--- config.mk ---
export PLATFORM = sky130hd
export DESIGN_NAME = des_round_controller
export DESIGN_NICKNAME = d
export VERILOG_FILES = /design/src/rtl/des_pkg.sv /design/src/rtl/des_key_shift_schedule.sv /design/src/rtl/des_round_controller.sv
export SDC_FILE = /design/constraint.sdc
export NUM_CORES = 1
export LEC_CHECK = 0
export BUFFER_PORTS_ARGS = -buffer_cell sky130_fd_sc_hd__buf_2
export CAP_MARGIN = 25
export CORE_MARGIN = 10
export CORE_UTILIZATION = 53
export DETAILED_ROUTE_END_ITERATION = 10
export PLACE_DENSITY = 0.78
export SETUP_SLACK_MARGIN = 0.2
export SYNTH_ARGS = -nofsm -noshare
export SYNTH_HDL_FRONTEND = slang
export SYNTH_SLANG_ARGS = --single-unit
--- constraint.sdc ---
create_clock -name clk_i -period 2.8 [get_ports clk_i]
set_clock_uncertainty 0.15 [all_clocks]
set_input_delay 0.28 -clock clk_i [delete_from_list [all_inputs] [get_ports clk_i]]
set_output_delay 0.28 -clock clk_i [all_outputs]
set_load 0.005 [all_outputs]
--- src/rtl/des_pkg.sv ---
`default_nettype none
// ============================================================================
// Module   : des_pkg
// Purpose  : Shared types and constants for the iterative DES sequencer.
//            Holds the controller state encoding, the round count and the
//            per-round C/D rotate schedule used for key derivation.
// Revision : 1.0 - initial release
// ============================================================================
package des_pkg;

    localparam int DES_ROUNDS = 16;

    typedef enum logic [1:0] {
        ST_IDLE  = 2'd0,
        ST_LOAD  = 2'd1,
        ST_ROUND = 2'd2,
        ST_DONE  = 2'd3
    } des_ctrl_state_t;

    // Left-rotate amount applied to C/D before each encryption round.
    localparam logic [1:0] DES_KEY_SHIFTS [0:15] = '{
        2'd1, 2'd1, 2'd2, 2'd2, 2'd2, 2'd2, 2'd2, 2'd2,
        2'd1, 2'd2, 2'd2, 2'd2, 2'd2, 2'd2, 2'd2, 2'd1
    };

endpackage
`default_nettype wire

--- src/rtl/des_key_shift_schedule.sv ---
`default_nettype none
// ============================================================================
// Module   : des_key_shift_schedule
// Purpose  : Combinational key-schedule lookup. Maps the current round and
//            mode to the C/D rotate amount and direction.
// Ports    : round_idx [3:0] in  - round number 0..15
//            decrypt         in  - 1 = decrypt (rotate right, reversed order)
//            shift     [1:0] out - rotate amount 0, 1 or 2
//            dir             out - 0 = left, 1 = right
// Revision : 1.0 - initial release
// ============================================================================
module des_key_shift_schedule
    import des_pkg::*;
(
    input  logic [3:0] round_idx,
    input  logic       decrypt,
    output logic [1:0] shift,
    output logic       dir
);

    // Decrypt walks the schedule backwards: round i uses entry 16-i, which
    // in 4-bit arithmetic is simply the two's complement of the index.
    logic [3:0] w_rev_idx;
    assign w_rev_idx = 4'd0 - round_idx;

    always_comb begin
        shift = DES_KEY_SHIFTS[round_idx];
        if (decrypt) begin
            // Decrypt round 0 starts from the un-rotated PC-1 key, which
            // already equals the last encryption subkey's C/D (total 28).
            shift = (round_idx == 4'd0) ? 2'd0 : DES_KEY_SHIFTS[w_rev_idx];
        end
    end

    assign dir = decrypt;

endmodule
`default_nettype wire

--- src/rtl/des_round_controller.sv ---
`default_nettype none
// ============================================================================
// Module   : des_round_controller
// Purpose  : Sequencer for the iterative DES datapath. Accepts a block
//            request, pulses load, runs 16 rounds with key-rotate control,
//            then holds output-valid until the consumer takes the result.
// Ports    : clk_i, rst_i (sync, active-high)
//            start_i / ready_o        - request handshake
//            decrypt_i                - mode, sampled on acceptance
//            load_o                   - one-cycle IP / PC-1 latch strobe
//            round_en_o, round_idx_o  - round strobe and index
//            key_shift_o, key_dir_o   - C/D rotate amount / direction
//            last_round_o             - suppress L/R swap on final round
//            decrypt_o                - mode of the block in flight
//            out_valid_o / out_ready_i - result handshake
// Revision : 1.0 - initial release
// ============================================================================
module des_round_controller
    import des_pkg::*;
#(
    parameter int ROUNDS = 16
) (
    input  logic       clk_i,
    input  logic       rst_i,
    input  logic       start_i,
    input  logic       decrypt_i,
    output logic       ready_o,
    output logic       load_o,
    output logic       round_en_o,
    output logic [3:0] round_idx_o,
    output logic [1:0] key_shift_o,
    output logic       key_dir_o,
    output logic       last_round_o,
    output logic       decrypt_o,
    output logic       out_valid_o,
    input  logic       out_ready_i
);

    generate
        if (ROUNDS != DES_ROUNDS) begin : g_rounds_check
            $error("des_round_controller: only ROUNDS = 16 is supported");
        end
    endgenerate

    localparam logic [3:0] C_LAST_ROUND = 4'(ROUNDS - 1);

    des_ctrl_state_t r_state;
    logic [3:0]      r_cnt;
    logic            r_decrypt;
    logic            r_ready;
    logic            r_load;
    logic            r_round_en;
    logic            r_last;
    logic            r_out_valid;

    // Outputs are registered alongside the state so that each one reflects
    // the state being entered; the counter is kept at zero outside rounds.
    always_ff @(posedge clk_i) begin
        if (rst_i) begin
            r_state     <= ST_IDLE;
            r_cnt       <= 4'd0;
            r_decrypt   <= 1'b0;
            r_ready     <= 1'b1;
            r_load      <= 1'b0;
            r_round_en  <= 1'b0;
            r_last      <= 1'b0;
            r_out_valid <= 1'b0;
        end else begin
            case (r_state)
                ST_IDLE: begin
                    if (start_i) begin
                        r_state   <= ST_LOAD;
                        r_decrypt <= decrypt_i;
                        r_ready   <= 1'b0;
                        r_load    <= 1'b1;
                    end
                end
                ST_LOAD: begin
                    r_state    <= ST_ROUND;
                    r_cnt      <= 4'd0;
                    r_load     <= 1'b0;
                    r_round_en <= 1'b1;
                end
                ST_ROUND: begin
                    if (r_cnt == C_LAST_ROUND) begin
                        r_state     <= ST_DONE;
                        r_cnt       <= 4'd0;
                        r_round_en  <= 1'b0;
                        r_last      <= 1'b0;
                        r_out_valid <= 1'b1;
                    end else begin
                        r_cnt  <= r_cnt + 4'd1;
                        r_last <= (r_cnt == C_LAST_ROUND - 4'd1);
                    end
                end
                ST_DONE: begin
                    if (out_ready_i) begin
                        r_state     <= ST_IDLE;
                        r_out_valid <= 1'b0;
                        r_ready     <= 1'b1;
                    end
                end
                default: begin
                    r_state     <= ST_IDLE;
                    r_cnt       <= 4'd0;
                    r_ready     <= 1'b1;
                    r_load      <= 1'b0;
                    r_round_en  <= 1'b0;
                    r_last      <= 1'b0;
                    r_out_valid <= 1'b0;
                end
            endcase
        end
    end

    logic [1:0] w_shift;
    logic       w_dir;

    des_key_shift_schedule u_key_shift_schedule (
        .round_idx (r_cnt),
        .decrypt   (r_decrypt),
        .shift     (w_shift),
        .dir       (w_dir)
    );

    assign ready_o      = r_ready;
    assign load_o       = r_load;
    assign round_en_o   = r_round_en;
    assign round_idx_o  = r_cnt;
    assign key_shift_o  = r_round_en ? w_shift : 2'd0;
    assign key_dir_o    = r_round_en & w_dir;
    assign last_round_o = r_last;
    assign decrypt_o    = r_decrypt;
    assign out_valid_o  = r_out_valid;

endmodule
`default_nettype wire

==> flow_summary.ini, run 1 <==
[setup_path]
crit_chain = inv_6 > ha_4 > xnor2_4 > mux2i_2 > buf_4 > buf_6 > buf_6 > buf_6 > nor4_4 > a221o_1 > buf_2
critPathKind = flip-flop to primary output
critPathMaxStageDelay_ps = 370
required_ps = 2370
critPathLaunchType = flip-flop
cp.arrival_ps = 2120
cp-end-kind = primary output
critPathMaxFanout = 4
crit_slowest_cell = dfxtp_4
crit_buf_inv = 6
crit_top_cell = buf_6
rrSetupSlack_ps = 980
cp_top_family = buffers and inverters

[logic_synthesis]
synth.area.top_cells = dfxtp_1 (27%), ha_1 (16%), a21oi_1 (6.3%)
synthCells = 111
synth_top_area_cell = dfxtp_1
syn_avg_cell_area_sq_um = 7.89
yosysUniqueCellTypes = 35
synthesis.area_sq_um = 876
postSynth.asyncResetShare_pct = 0
synth_edf_count = 0
synth-seq-cells = 12
ys_seq_area_share_pct = 27.4
netlist.area_leader.share_pct = 27.4
syn-num-nets = 127
yosys_warnings = 0
synthFlopType = dfxtp_1

[cts]
clock_sinks = 12
clock_latency_ps = 270
cts-htree-levels = 1
clockRootBuffer = clkbuf_4
cts_buffer_depth = 2
numCtsBuffers = 3
cts_tree = built
postCtsHoldBufs = 0
path_clk_slew_ps = 80

[power_and_ir_drop]
peakVddDrop_uv = 440
power_density_nw_per_um2 = 644
power_leakage_nw = 0.535

[run_status]
outcome = completed

[layout]
syn_to_final_growth_pct = 28.6
nets = 153
drive_above_1_share_pct = 30.1
final_core_util_pct = 73.1
antenna_cells = 0
fillers = 124
final_area_sq_um = 1130

[global_route]
grt_pass1_vias = 764
grt_max_degree = 17
antenna_found_initial = 0
grtUsageMet3_pct = 3.55
grt_overflow_total = 0
grt_most_used_layer = met2
grt_pass1_wl_mm = 3.44
use_met2_pct = 19.5
track_usage_pct = 11.8
grt_use_met1_pct = 14.1

[placed_design]
gp_congestion = 0.812
placed_cell_area_sq_um = 958
io_buffers = 17
hpwl_mm = 1.51

[drt]
dr.pass1.iters = 4
vias_per_cell = 5.42
routed_wl_mm = 2.08
detail_route.wl_per_cell_um = 13.7
drc = 0
vias = 824
antenna_left = 0
drtIter0Drc = 30

[floorplan]
start_util_pct = 56.8
die_area_sq_um = 3680
core_sq_um = 1540
fp-row-count = 14
die_h_um = 60.7
die_w_um = 60.7
ioPinCount = 18

[sta]
drv_slew = 0
holdWs_ps = 126
period_needed_ps = 2550
relSlewSlack_pct = 64.0
rsz0062_at_grt = true
final_hold_viol_count = 0
max_freq_ghz = 0.392
tightestPinTransition_ps = 540
post-route-period-util_pct = 91.1
finalSetupViolations = 0
fin_tns_setup_ps = 0

[hold_path]
hp-class = input pin to flip-flop

[flow_run]
maxCapViolCount = 0
## Yosys cell counts (2+ instances only)
library cell	instances
o21ai_1	3
clkbuf_1	4
nand2_1	8
mux2i_1	5
buf_6	2
o21ai_0	5
ha_1	11
dfxtp_1	12
nor2_1	13
nor3_1	3
a21oi_1	11
nor2b_1	2
nand2b_1	2
inv_1	7
nand3_1	3
## sequential cells by signal (all words and copies together) (netlist names)
register / flops
last_round_o: 1
decrypt_o: 1
round_en_o: 1
load_o: 1
out_valid_o: 1
round_idx_o: 4
ready_o: 1
r_state: 2
## cell families (layout without fill, tap and decap cells)
group                    count (synthesis)  count (layout)  share of synthesized area [%]
AO/OA/AOI/OAI                           29              29                           20.0
multiplexers                             6               6                           7.00
AND/OR/NAND/NOR                         38              38                           21.1
flip-flops                              12              12                           27.4
adder cells (fa/ha/maj)                 11              11                           15.7
XOR/XNOR                                 1               1                           1.00
buffers and inverters                   14              39                           7.71
## worst min-delay path: cells and delay by family
kind	cells	cell delay (ps)
buffers and inverters	1	90
and+or+nand+nor	1	70
AOI/OAI and AO/OA	1	60
## cell type report
class | instances | area, sq um | share of cell area, %
Multi-Input combinational cell | 85 | 618 | 54.9
Sequential cell | 12 | 245 | 21.8
Timing Repair Buffer | 27 | 171 | 15.2
Clock buffer | 4 | 36.3 | 3.22
Inverter | 8 | 35.0 | 3.11
Tap cell | 16 | 20.0 | 1.78
## metal layers
layer | routed length [um] | share of wire [%]
met3 | 100 | 4.8
met1 | 940 | 45
met5 | 0 | 0
met4 | 11 | 0.53
met2 | 1030 | 49
## power breakdown
group	internal, W	total [W]	switching [W]
Sequential	0.000201	0.000227	0.0000261
Combinational	0.000173	0.000361	0.000188
Clock	0.0000790	0.000137	0.0000580
## metrics by stage
step           cells  worst slack [ps]  power [W]
2_1_floorplan    111               334   0.000458
3_3_place_gp     140               270   0.000527
3_5_place_dp     140              85.5   0.000538
4_1_cts          150               208   0.000711
5_1_grt          152               158   0.000786
6_report         152               250   0.000725
## final timing paths
path / startpoint / to / cells after the start
hold reg to reg: load_o / load_o / 2
setup reg to reg: round_idx_o[1] / r_state[1] / 7
hold / removal: decrypt_i / decrypt_o / 3
setup / recovery: round_idx_o[1] / key_shift_o[0] / 11
## repair_timing
item	in CTS	in global routing
setup endpoints to repair	1	1
gates resized for setup	8	9
pin swaps	0	4
buffers inserted	6	2
## placed cells by master, fill, tap and decap left out, drive strengths merged, types with 2 or more instances in the layout
cell,count
buf,27
nor2,13
a21oi,12
dfxtp,12
ha,11
nand2,8
inv,8
o21ai,8
mux2i,5
clkbuf,4
nor3,3
nand3,3
nand2b,2
nor2b,2
(Power assumes the default switching activity.)
==> run 2, diff against run 1 <==
--- a/config.mk
+++ b/config.mk
@@ -11,6 +11,7 @@
 export CORE_UTILIZATION = 53
 export DETAILED_ROUTE_END_ITERATION = 10
 export PLACE_DENSITY = 0.78
+export RECOVER_POWER = 50
 export SETUP_SLACK_MARGIN = 0.2
 export SYNTH_ARGS = -nofsm -noshare
 export SYNTH_HDL_FRONTEND = slang
==> run 2 against run 1 <==
Power decreased by 0.17%. Fmax decreased by 2.6%. Critical path depth is the same. First-iteration DRC count grew 13%. Routed wire length is the same. Global-route usage did not move. Largest power group unchanged.
==> flow_summary.ini, run 2 (synthesized netlist as in run 1, its figures left out) <==
[sta]
max_freq_ghz = 0.382
tightestPinTransition_ps = 534
period_needed_ps = 2620
finalSetupViolations = 0
drv_slew = 0
post-route-period-util_pct = 93.5
rsz0062_at_grt = true
fin_tns_setup_ps = 0
final_hold_viol_count = 0
holdWs_ps = 121
relSlewSlack_pct = 64.3

[floorplan]
die_area_sq_um = 3680
core_sq_um = 1540
die_w_um = 60.7
ioPinCount = 18
fp-row-count = 14
die_h_um = 60.7
start_util_pct = 56.8

[layout]
final_core_util_pct = 72.3
antenna_cells = 0
nets = 153
final_area_sq_um = 1110
final_cell_mix = nor2_1 (13), dfxtp_1 (12), buf_2 (12)
final_common_cell = nor2_1
syn_to_final_growth_pct = 27.3
largest_reg_flops = 4
stdcell_count = 152
drive_above_1_share_pct = 25.0

[drt]
antenna_left = 0
detail_route.wl_per_cell_um = 13.7
vias = 824
vias_per_cell = 5.42
drc = 0
routed_wl_mm = 2.08
dr.pass1.iters = 4
drtIter0Drc = 34

[global_route]
grt_pass1_vias = 764
antenna_found_initial = 0
grt_pass1_wl_mm = 3.44
grt_max_degree = 17
grt_overflow_total = 0
track_usage_pct = 11.8

[setup_path]
r2r_end = r_state[1]
reg2regPathDepth = 7
reg2reg_from = round_idx_o[1]
crit_end = key_shift_o[0]
critPathMaxFanout = 4
rrSetupSlack_ps = 930
critPathLaunchType = flip-flop
critPathKind = flip-flop to primary output
required_ps = 2370
cp.arrival_ps = 2190
cp-end-kind = primary output
crit_start = round_idx_o[1]

[cts]
cts_buffer_depth = 2
clock_latency_ps = 270
path_clk_slew_ps = 80
postCtsHoldBufs = 0
clock_sinks = 12
clockRootBuffer = clkbuf_4
cts-htree-levels = 1
numCtsBuffers = 3
cts_tree = built

[power_and_ir_drop]
peakVddDrop_uv = 440
power_leakage_nw = 0.514
power_density_nw_per_um2 = 649

[run_status]
outcome = completed

[flow_run]
maxCapViolCount = 0

[placed_design]
gp_congestion = 0.812
hpwl_mm = 1.51
placed_cell_area_sq_um = 958
io_buffers = 17
dp_cells = 140

[hold_path]
hp-class = input pin to flip-flop
## run 2: critical path: stages, from the launching register on
cell and delay, ps:
dfxtp_1 410, inv_6 60, ha_4 180, xnor2_4 190, mux2i_2 260, buf_4 140
buf_6 80, buf_6 80, buf_6 80, nor4_4 30, a221o_1 270, buf_2 130
## run 2: final cells by class
| type | instances | area [sq um] |
|---|---|---|
| inverter | 8 | 35.0 |
| timing repair buffer | 27 | 165 |
| multi-input combinational | 85 | 618 |
| sequential | 12 | 240 |
| fill | 131 | 427 |
| clock buffer | 4 | 36.3 |
| tap | 16 | 20.0 |
## run 2: stage by stage
| stage | setup slack [ps] | total power, W |
|---|---|---|
| after detailed placement | 85.5 | 0.000538 |
| after CTS | 208 | 0.000711 |
| final | 182 | 0.000724 |
| after global placement | 270 | 0.000527 |
| after floorplan | 334 | 0.000458 |
| after global routing | 82.7 | 0.000784 |
## run 2: repair_timing
item                                    in CTS  in global routing
pin swaps                                    0                  4
endpoints found under the setup margin       1                  1
resized for setup                            8                  9
setup buffers                                6                  2
## run 2: report_power, final
group / switching, W / internal [W]
clock network: 0.0000595 / 0.0000791
logic: 0.000187 / 0.000170
registers: 0.0000267 / 0.000201
## run 2: how the worst min path moves through the flow
stage | startpoint | end | depth (start not counted)
after global routing | decrypt_i | decrypt_o | 3
final | decrypt_i | decrypt_o | 3
after CTS | decrypt_i | decrypt_o | 3
after global placement | load_o | load_o | 2
after detailed placement | load_o | load_o | 2
after floorplan | rst_i | round_idx_o[1] | 1
## run 2: per-layer routing
metal  vias up  routed length [um]  track usage, %
met5         -                   0               0
met3         4                 135            3.55
met4         0                  19            3.76
met1       358                 912            14.1
li1        439                   -               -
met2        23                1010            19.5
